### src/rtl/stream_arbiter_bb_pkg.sv
// Shared defaults, error codes and state encoding for the stream arbiter.
package stream_arbiter_bb_pkg;

  localparam int unsigned DEF_N_SRC         = 4;
  localparam int unsigned DEF_LOG_N_SRC     = 2;
  localparam int unsigned DEF_WDTH          = 32;
  localparam int unsigned DEF_MAX_BURST     = 4;
  localparam int unsigned DEF_LOG_MAX_BURST = 3;

  localparam logic [31:0] DEF_WRITE_ERR_CODE = 32'hDEAD0001;
  localparam logic [31:0] DEF_READ_ERR_CODE  = 32'hDEAD0002;

  typedef enum logic {
    ARB    = 1'b0,
    SETTLE = 1'b1
  } state_e;

endpackage

### src/rtl/stream_arbiter_bb_if.sv
// Buffer-bank and output-stream signals seen by the arbiter.
interface stream_arbiter_bb_if
  import stream_arbiter_bb_pkg::*;
#(
  parameter int unsigned N_SRC     = DEF_N_SRC,
  parameter int unsigned WDTH      = DEF_WDTH,
  parameter int unsigned LOG_N_SRC = DEF_LOG_N_SRC
);

  logic [N_SRC-1:0]      buf_full;
  logic [N_SRC*WDTH-1:0] buf_data;
  logic [N_SRC-1:0]      buf_write_error;
  logic [N_SRC-1:0]      buf_read_error;
  logic [N_SRC-1:0]      buf_delete;
  logic [WDTH-1:0]       out_data;
  logic                  out_nd;
  logic [LOG_N_SRC-1:0]  out_src;
  logic                  err_sticky;

  // Arbiter side
  modport master (
    input  buf_full, buf_data, buf_write_error, buf_read_error,
    output buf_delete, out_data, out_nd, out_src, err_sticky
  );

  // Buffer bank / consumer side
  modport slave (
    output buf_full, buf_data, buf_write_error, buf_read_error,
    input  buf_delete, out_data, out_nd, out_src, err_sticky
  );

endinterface

### src/rtl/stream_arbiter_bb_rr_find_next.sv
// Rotating priority encoder: first set request at or after start, wrapping modulo N.
module rr_find_next #(
  parameter int unsigned N    = 4,
  parameter int unsigned LOGN = 2
) (
  input  logic [N-1:0]    req,
  input  logic [LOGN-1:0] start,
  output logic            found_c,
  output logic [LOGN-1:0] idx_c
);

  function automatic logic [LOGN-1:0] wrap_idx(input int unsigned s, input int unsigned k);
    int unsigned p;
    p = s + k;
    if (p >= N) p = p - N;
    return LOGN'(p);
  endfunction

  always_comb begin
    found_c = 1'b0;
    idx_c   = '0;
    for (int unsigned k = 0; k < N; k++) begin
      if (!found_c && req[wrap_idx(32'(start), k)]) begin
        found_c = 1'b1;
        idx_c   = wrap_idx(32'(start), k);
      end
    end
  end

endmodule

### src/rtl/stream_arbiter_bb.sv
// Round-robin reader sharing one output stream among N_SRC buffers, with error words injected in-band.
module stream_arbiter_bb
  import stream_arbiter_bb_pkg::*;
#(
  parameter int unsigned N_SRC          = DEF_N_SRC,
  parameter int unsigned LOG_N_SRC      = DEF_LOG_N_SRC,
  parameter int unsigned WDTH           = DEF_WDTH,
  parameter int unsigned MAX_BURST      = DEF_MAX_BURST,
  parameter int unsigned LOG_MAX_BURST  = DEF_LOG_MAX_BURST,
  parameter logic [WDTH-1:0] WRITE_ERR_CODE = WDTH'(DEF_WRITE_ERR_CODE),
  parameter logic [WDTH-1:0] READ_ERR_CODE  = WDTH'(DEF_READ_ERR_CODE)
) (
  input  logic                clk,
  input  logic                rst_n,
  stream_arbiter_bb_if.master bus
);

  state_e                   state, state_d;
  logic [LOG_N_SRC-1:0]     cur, cur_d;
  logic [LOG_MAX_BURST-1:0] cnt, cnt_d;

  logic [N_SRC-1:0]     delete_d;
  logic [WDTH-1:0]      data_d;
  logic                 nd_d;
  logic [LOG_N_SRC-1:0] src_d;
  logic                 sticky_d;

  logic [LOG_N_SRC-1:0] rr_start, rr_idx, err_idx, rd_sel;
  logic                 rr_found, err_found, any_wr, cont, do_read;
  logic [N_SRC-1:0]     err_req;
  logic [WDTH-1:0]      word [N_SRC];

  for (genvar g = 0; g < N_SRC; g++) begin : g_word
    assign word[g] = bus.buf_data[g*WDTH +: WDTH];
  end

  // Write errors outrank read errors; lowest index wins within a type
  assign any_wr  = |bus.buf_write_error;
  assign err_req = any_wr ? bus.buf_write_error : bus.buf_read_error;

  // Search begins just after the current source so it is considered last
  assign rr_start = (32'(cur) + 1 >= N_SRC) ? '0 : cur + LOG_N_SRC'(1);
  assign cont     = (cnt != '0) && bus.buf_full[cur] && (32'(cnt) < MAX_BURST);
  assign do_read  = (state == ARB) && !err_found && (cont || rr_found);
  assign rd_sel   = cont ? cur : rr_idx;

  rr_find_next #(.N(N_SRC), .LOGN(LOG_N_SRC)) u_rr_sel (
    .req     (bus.buf_full),
    .start   (rr_start),
    .found_c (rr_found),
    .idx_c   (rr_idx)
  );

  rr_find_next #(.N(N_SRC), .LOGN(LOG_N_SRC)) u_err_sel (
    .req     (err_req),
    .start   (LOG_N_SRC'(0)),
    .found_c (err_found),
    .idx_c   (err_idx)
  );

  // State and output registers
  always_ff @(posedge clk) begin
    if (!rst_n) begin
      state          <= ARB;
      cur            <= LOG_N_SRC'(N_SRC - 1);
      cnt            <= '0;
      bus.buf_delete <= '0;
      bus.out_data   <= '0;
      bus.out_nd     <= 1'b0;
      bus.out_src    <= '0;
      bus.err_sticky <= 1'b0;
    end else begin
      state          <= state_d;
      cur            <= cur_d;
      cnt            <= cnt_d;
      bus.buf_delete <= delete_d;
      bus.out_data   <= data_d;
      bus.out_nd     <= nd_d;
      bus.out_src    <= src_d;
      bus.err_sticky <= sticky_d;
    end
  end

  // Next state: an error cycle leaves cur/cnt untouched
  always_comb begin
    state_d = state;
    cur_d   = cur;
    cnt_d   = cnt;
    if (err_found) begin
      state_d = ARB;
    end else if (state == SETTLE) begin
      state_d = ARB;
    end else if (do_read) begin
      state_d = SETTLE;
      cur_d   = rd_sel;
      cnt_d   = cont ? cnt + LOG_MAX_BURST'(1) : LOG_MAX_BURST'(1);
    end else begin
      cnt_d   = '0;
    end
  end

  // Outputs: data/src hold when no word is emitted
  always_comb begin
    delete_d = '0;
    data_d   = bus.out_data;
    nd_d     = 1'b0;
    src_d    = bus.out_src;
    sticky_d = bus.err_sticky;
    if (err_found) begin
      nd_d     = 1'b1;
      data_d   = any_wr ? WRITE_ERR_CODE : READ_ERR_CODE;
      src_d    = err_idx;
      sticky_d = 1'b1;
    end else if (do_read) begin
      delete_d = N_SRC'(1) << rd_sel;
      nd_d     = 1'b1;
      data_d   = word[rd_sel];
      src_d    = rd_sel;
    end
  end

endmodule

### src/flat_wrapper.sv
// flat-port wrapper written by rule: the top's interface ports become plain ports
module stream_arbiter_bb_flat import stream_arbiter_bb_pkg::*;
#(
  parameter int unsigned N_SRC          = DEF_N_SRC,
  parameter int unsigned LOG_N_SRC      = DEF_LOG_N_SRC,
  parameter int unsigned WDTH           = DEF_WDTH,
  parameter int unsigned MAX_BURST      = DEF_MAX_BURST,
  parameter int unsigned LOG_MAX_BURST  = DEF_LOG_MAX_BURST,
  parameter logic [WDTH-1:0] WRITE_ERR_CODE = WDTH'(DEF_WRITE_ERR_CODE),
  parameter logic [WDTH-1:0] READ_ERR_CODE  = WDTH'(DEF_READ_ERR_CODE)
)
  (clk, rst_n, bus_buf_full, bus_buf_data, bus_buf_write_error, bus_buf_read_error, bus_buf_delete, bus_out_data, bus_out_nd, bus_out_src, bus_err_sticky);
  stream_arbiter_bb_if #(.N_SRC(N_SRC), .WDTH(WDTH), .LOG_N_SRC(LOG_N_SRC)) bus_i ();
  input  logic clk;
  input  logic rst_n;
  input wire logic [$bits(bus_i.buf_full)-1:0] bus_buf_full;
  input wire logic [$bits(bus_i.buf_data)-1:0] bus_buf_data;
  input wire logic [$bits(bus_i.buf_write_error)-1:0] bus_buf_write_error;
  input wire logic [$bits(bus_i.buf_read_error)-1:0] bus_buf_read_error;
  output wire logic [$bits(bus_i.buf_delete)-1:0] bus_buf_delete;
  output wire logic [$bits(bus_i.out_data)-1:0] bus_out_data;
  output wire logic [$bits(bus_i.out_nd)-1:0] bus_out_nd;
  output wire logic [$bits(bus_i.out_src)-1:0] bus_out_src;
  output wire logic [$bits(bus_i.err_sticky)-1:0] bus_err_sticky;
  assign bus_i.buf_full = bus_buf_full;
  assign bus_i.buf_data = bus_buf_data;
  assign bus_i.buf_write_error = bus_buf_write_error;
  assign bus_i.buf_read_error = bus_buf_read_error;
  assign bus_buf_delete = bus_i.buf_delete;
  assign bus_out_data = bus_i.out_data;
  assign bus_out_nd = bus_i.out_nd;
  assign bus_out_src = bus_i.out_src;
  assign bus_err_sticky = bus_i.err_sticky;
  stream_arbiter_bb #(.N_SRC(N_SRC), .LOG_N_SRC(LOG_N_SRC), .WDTH(WDTH), .MAX_BURST(MAX_BURST), .LOG_MAX_BURST(LOG_MAX_BURST), .WRITE_ERR_CODE(WRITE_ERR_CODE), .READ_ERR_CODE(READ_ERR_CODE)) u_core (.clk(clk), .rst_n(rst_n), .bus(bus_i));
endmodule
### config.mk
export PLATFORM = sky130hd
export DESIGN_NAME = stream_arbiter_bb_flat
export DESIGN_NICKNAME = d
export VERILOG_FILES = /design/src/rtl/stream_arbiter_bb_pkg.sv /design/src/rtl/stream_arbiter_bb_if.sv /design/src/rtl/stream_arbiter_bb_rr_find_next.sv /design/src/rtl/stream_arbiter_bb.sv /design/src/flat_wrapper.sv
export SDC_FILE = /design/constraint.sdc
export NUM_CORES = 1
export LEC_CHECK = 0
export CAP_MARGIN = 20
export CORE_UTILIZATION = 37
export DETAILED_ROUTE_END_ITERATION = 10
export PLACE_DENSITY = 0.81
export SETUP_SLACK_MARGIN = 0.02
export SYNTH_ARGS = -nofsm -noshare
export SYNTH_HDL_FRONTEND = slang
export SYNTH_SLANG_ARGS = --single-unit
### constraint.sdc
create_clock -name clk -period 4.1 [get_ports clk]
set_clock_uncertainty 0.1 [all_clocks]
set_input_delay 0.82 -clock clk [delete_from_list [all_inputs] [get_ports clk]]
set_output_delay 0.82 -clock clk [all_outputs]
set_load 0.02 [all_outputs]
==> results of run 1 <==
-- layer usage --
layer,share of wire [%],routed length [um],up-vias
met1,39,3590,1413
met3,8.1,740,4
met4,0.63,58,0
li1,-,-,1501
met2,52,4800,130
met5,0,0,-
-- critical path, delay by kind of cell --
kind	cells	cell delay, ps
buf+inv	2	750
mux	2	740
compound gates	6	1360
-- where the power goes --
part           leakage [nW]  internal (mW)  switching [mW]
clock                0.0472          0.136           0.158
sequential            0.376          0.455         0.00496
combinational          1.51          0.194           0.101
total                  1.94          0.785           0.264
-- path summary, 6_finish.rpt --
kind / startpoint / endpoint / slack [ps] / cells after the start
worst max register to register: u_core.cur[1] / u_core.bus.out_src[1] / 660 / 11
worst min register to register: u_core.bus.out_data[13] / u_core.bus.out_data[13] / 350 / 1
worst min-delay path: u_core.bus.out_data[13] / u_core.bus.out_data[13] / 350 / 1
worst max-delay path: bus_buf_full[3] / u_core.bus.out_src[1] / 480 / 10
-- logic make-up after synthesis --
family,Yosys count
mux,81
compound gates,79
simple gates,63
flops,46
buf+inv,30
fa+ha+maj,5
xor+xnor,1
-- through the flow --
step           utilization (%)  area (um2)
6_report                  66.4        4900
5_1_grt                   66.4        4900
4_1_cts                   66.3        4890
3_5_place_dp              65.0        4790
3_3_place_gp              65.0        4790
2_1_floorplan                -        2880
-- synthesized netlist by cell type, types with 6 or more instances --
cell type and instances:
mux2i_1 76, dfxtp_1 46, o221ai_1 9, o22ai_1 11, a21o_1 11, nor2_1 22
buf_2 8, nand2_1 19, o221a_1 11, clkbuf_1 11, a21oi_1 8, inv_1 6
-- flip-flops by register name (all words and copies together), names as in the netlist --
| signal | count |
|---|---|
| u_core.cur | 2 |
| u_core.bus.err_sticky | 1 |
| u_core.bus.buf_delete | 4 |
| u_core.bus.out_data | 32 |
| u_core.bus.out_src | 2 |
| u_core.bus.out_nd | 1 |
| u_core.cnt | 3 |
| u_core.state | 1 |
-- area by class of cell --
class                   count  area [um2]  area share, %
repair buffers            192        1910           38.9
multi-input cells         229        1820           37.2
flip-flops and latches     46         921           18.8
well taps                  99         124           2.53
clock buffers               6        82.6           1.69
inverters                   7        26.3          0.537
clock inverters             2        12.5          0.256
==> metrics.txt, run 1 <==
final worst slack 482 ps; cells along the critical path clkdlybuf4s50_1, mux4_2, a211oi_2, o22ai_1, a222oi_1, o21ai_4, buf_12, mux2i_1, a21boi_1, o311a_1; Ant. Diodes 0; GRT Total Usage 22.0%; period utilization 88.2%; worst-skew pair later-pin latency 300 ps; Final Setup Violations 0; maximum number of pins on one net before global-route repair 40; Post-Synth Adder-Cell Area 2.17%; share of flip-flops with an asynchronous set or reset 0%; worst hold-check path type flop to flop; unrepaired setup endpoints after global routing false; Synth Cell Area 2880 um2; Core ar. 7370 um2; Hold-fix buffers, CTS 0; Worst-path clk slew 90 ps; Min Clock Period, post-route 3620 ps; die span in x 90.2 um; PnR Total Power 1.05 mW; Post-Route WL 9190 um; Nets 628; met2 usage 40.9%; Die Height 90.2 um; highest-count cells in the layout ignoring fill and taps 181 x clkdlybuf4s50_1, 76 x mux2i_1, 46 x dfxtp_1; Fillers 581; Post-Synthesis Cells 305; ys flop type dfxtp_1; worst vdd ir 161 uV; fraction of layout cells with a size suffix above 1 5.60%; RePlAce Congestion 0.791; Hold WS 354 ps; largest cells by area after synthesis dfxtp_1 32%, mux2i_1 26%, o221a_1 4.3%; post-CTS sizing 0; PortBufs 181; Leak 1.94 nW; Setup crit end kind flop; xor/xnor share of the synthesized area 0.304%; syn nets 452; Worst Path Arrival 3710 ps; slowest stage cell, crit path mux4_2; first-pass GRT wire length 14500 um; crit start category primary input; Slew @ Worst Pin 539 ps; initial core utilization 39.0%; DR vias 3048; area share of the largest cell type after synthesis 32.0%; dpl hpwl 7300 um; # DRC 0; CP required 4190 ps; CTS max path bufs 2; layout overhead on the synthesized area 70.1%; Max stage delay on crit path 550 ps; met1 Usage GRT 25.4%; busiest grt layer met2; met3 Use GR 5.92%; CTS tree built; crit-path max FO 39; Mean Syn Cell Area 9.44 um2; Synth area leader dfxtp_1; post-synthesis mux area share 29.6%; EDFF count, synth 0; worst slack, placed 204 ps; cell row count 31; Vias/cell 5.25; register area share after synthesis 32.0%; # IOs 182; commonest non-fill, non-tap cell in the layout clkdlybuf4s50_1; Num CTS Buffers 5; DR WL/cell 15.8 um; die area 8130 um2; fmax 0.276 GHz; GR Overflow Total 0; Simple-Gate Fraction of Synth Area 9.87%; H-tree depth 2; number of global-route vias before repair 3018; final antenna-violating net count 0; Hold Fails Final Rpt 0; Iteration-0 DRC Markers 77; compound-cell area share of the yosys netlist 21.2%; setup_tns 0 ps; Syn. warnings 0; Slew Viols, Final 0; Max-cap violations 0; Yosys cell types 46; FF+latch count, synth 46; Cells after DPL 572; pwr dens 214 nW/um2; Post-CTS Repair Setup Buffers 0; initial antenna violation count 0; status finished, final reports clean; slew margin rel. 64.0%; Worst Path Class, Setup primary input to flop; clk root buf clkbuf_8; Clock Sinks 46; Initial DRT Pass Iterations 6; Finished Layout Cells 581; main combinational cell family by area after synthesis multiplexers
Power figures use the tool's default switching activity.
==> run 2, diff against run 1 <==
==> constraint.sdc (replaced) <==
create_clock -name clk -period 3.7 [get_ports clk]
set_clock_uncertainty 0.1 [all_clocks]
set_input_delay 0.74 -clock clk [delete_from_list [all_inputs] [get_ports clk]]
set_output_delay 0.74 -clock clk [all_outputs]
set_load 0.02 [all_outputs]
==> run 2 against run 1 <==
Via count grew 1.1%. Sequential power grew 11%. Global-route usage grew 0.79 points. Combinational power grew 14%. Final cell count grew 0.86%. Critical endpoint unchanged. Largest power group unchanged. Highest routed layer unchanged.
==> metrics.txt, run 2 (synthesized netlist as in run 1, its figures left out) <==
crit start category flop; Worst-path clk slew 80 ps (about the same); RePlAce Congestion 0.828 (+4.6%); Hold Startpoint u_core.bus.out_data[3]; DR vias 3081 (+1.1%); Slew Viols, Final 0 (unchanged); crit-path max FO 13 (-67%); fraction of layout cells with a size suffix above 1 6.57% (+0.97 points); Seq. cell area 921 um2 (unchanged); largest registers u_core.bus.out_data (32), u_core.bus.buf_delete (4), u_core.cnt (3); post-CTS sizing 0 (unchanged); highest-count cells in the layout ignoring fill and taps 181 x clkdlybuf4s50_1, 76 x mux2i_1, 46 x dfxtp_1; status finished, final reports clean; Leak 1.99 nW (+2.7%); Worst Path Class, Setup flop to flop; Worst Path Arrival 3430 ps (-280 ps); Final Setup Violations 0 (unchanged); GRT Total Usage 22.8% (+0.79 points); unrepaired setup endpoints after global routing false; # DRC 0 (unchanged); Min Clock Period, post-route 3350 ps; Largest Register u_core.bus.out_data; Max-cap violations 0 (unchanged); Cells after DPL 579 (+1.2%); worst hold-check path type flop to flop; Iteration-0 DRC Markers 115 (+49%); Finished Layout Cells 586 (+0.86%); hold depth 1 (unchanged); Initial DRT Pass Iterations 6 (unchanged); Die Height 90.2 um (unchanged); final antenna-violating net count 0 (unchanged); Min-Delay Endpoint u_core.bus.out_data[3]; initial antenna violation count 0 (unchanged); CP required 3780 ps (-410 ps); Vias/cell 5.26 (+0.22%); # IOs 182 (unchanged); die span in x 90.2 um (unchanged); Hold WS 356 ps (+2.02 ps); Post-CTS Repair Setup Buffers 0 (unchanged); max FFs per register 32 (unchanged); first-pass GRT wire length 15200 um (+4.7%); reg2reg end u_core.bus.out_src[1]; pwr dens 245 nW/um2 (+15%); Ant. Diodes 0 (unchanged); Hold Fails Final Rpt 0 (unchanged); Clock Sinks 46 (unchanged); worst-skew pair later-pin latency 290 ps (about the same); Core ar. 7370 um2 (unchanged); Slew @ Worst Pin 475 ps (-64.5 ps); area occupied by multi-input gates 1820 um2 (unchanged); FF-to-FF setup slack 350 ps (-310 ps); DR WL/cell 16.0 um (+1.3%); CTS tree built; Num CTS Buffers 5 (unchanged); Hold-fix buffers, CTS 0 (unchanged); PnR Total Power 1.23 mW (+17%); commonest non-fill, non-tap cell in the layout clkdlybuf4s50_1; layout overhead on the synthesized area 73.6%; clk root buf clkbuf_8; Nets 634 (+0.96%); period utilization 90.5%; GR Overflow Total 0 (unchanged); cell row count 31 (unchanged); setup_tns 0 ps (unchanged); PortBufs 181 (unchanged); dpl hpwl 7430 um (+1.7%); number of global-route vias before repair 3083 (+2.2%); reg2reg start u_core.cur[1]; worst vdd ir 140 uV (-13%); initial core utilization 39.0% (unchanged); H-tree depth 2 (unchanged); Setup crit end kind flop; FF-to-FF path depth 11 (unchanged); Fillers 594 (+2.2%); slew margin rel. 68.2% (+4.2 points); Post-Route WL 9380 um (+2.1%); fmax 0.299 GHz; maximum number of pins on one net before global-route repair 31 (-23%); CTS max path bufs 2 (unchanged); die area 8130 um2 (unchanged)
run 2: cell types whose count changed in the layout (fill, tap and decap cells not counted), sizes merged:
cell and delta:
buf +6, bufinv +1, clkinv -1, clkinvlp -1
run 2: per-stage QoR:
stage          utilization, %  setup slack [ps]  cell area [um2]
2_1_floorplan               -               489             2880
3_3_place_gp             66.3               236             4880
3_5_place_dp             66.3               100             4880
4_1_cts                  67.8               349             5000
5_1_grt                  67.8               118             5000
6_report                 67.8               351             5000
run 2: worst max-delay path by stage:
stage	cells past startpoint	start	slack [ps]	endpoint
2_1_floorplan	14	u_core.cur[0]	490	u_core.bus.out_data[0]
3_3_place_gp	10	bus_buf_full[0]	240	u_core.bus.out_src[1]
3_5_place_dp	10	bus_buf_full[0]	100	u_core.bus.out_src[1]
4_1_cts	11	u_core.cur[1]	350	u_core.bus.out_src[1]
5_1_grt	11	u_core.cur[1]	120	u_core.bus.out_data[28]
6_report	11	u_core.cur[1]	350	u_core.bus.out_src[1]
run 2: layer usage:
metal	up-vias	GRT usage (%)	share of wire, %
met5	-	0	0
met4	0	5.65	1.2
met3	10	5.58	7.8
met2	154	40.6	51
met1	1402	27.4	40
li1	1515	-	-
run 2: worst max-delay path: stages (launching register included):
cell      delay (ps)
dfxtp_1          430
inv_1            120
ha_1             510
mux4_2           410
a211oi_2         220
o22ai_1          110
a222oi_1         480
o21ai_4          150
buf_12           180
mux2i_1          150
a21boi_1          90
o311a_1          290
run 2: area by class of cell:
cell class              count  share of cell area, %
repair buffers            198                   39.8
clock buffers               6                   1.65
flip-flops and latches     46                   18.4
well taps                  99                   2.48
clock inverters             1                  0.601
inverters                   7                  0.526
multi-input cells         229                   36.5
run 2: power by group:
| group | total, mW | internal (mW) | leakage (nW) | switching [mW] |
|---|---|---|---|---|
| Clock | 0.380 | 0.216 | 0.0573 | 0.163 |
| Sequential | 0.510 | 0.505 | 0.376 | 0.00524 |
| Combinational | 0.336 | 0.222 | 1.55 | 0.114 |
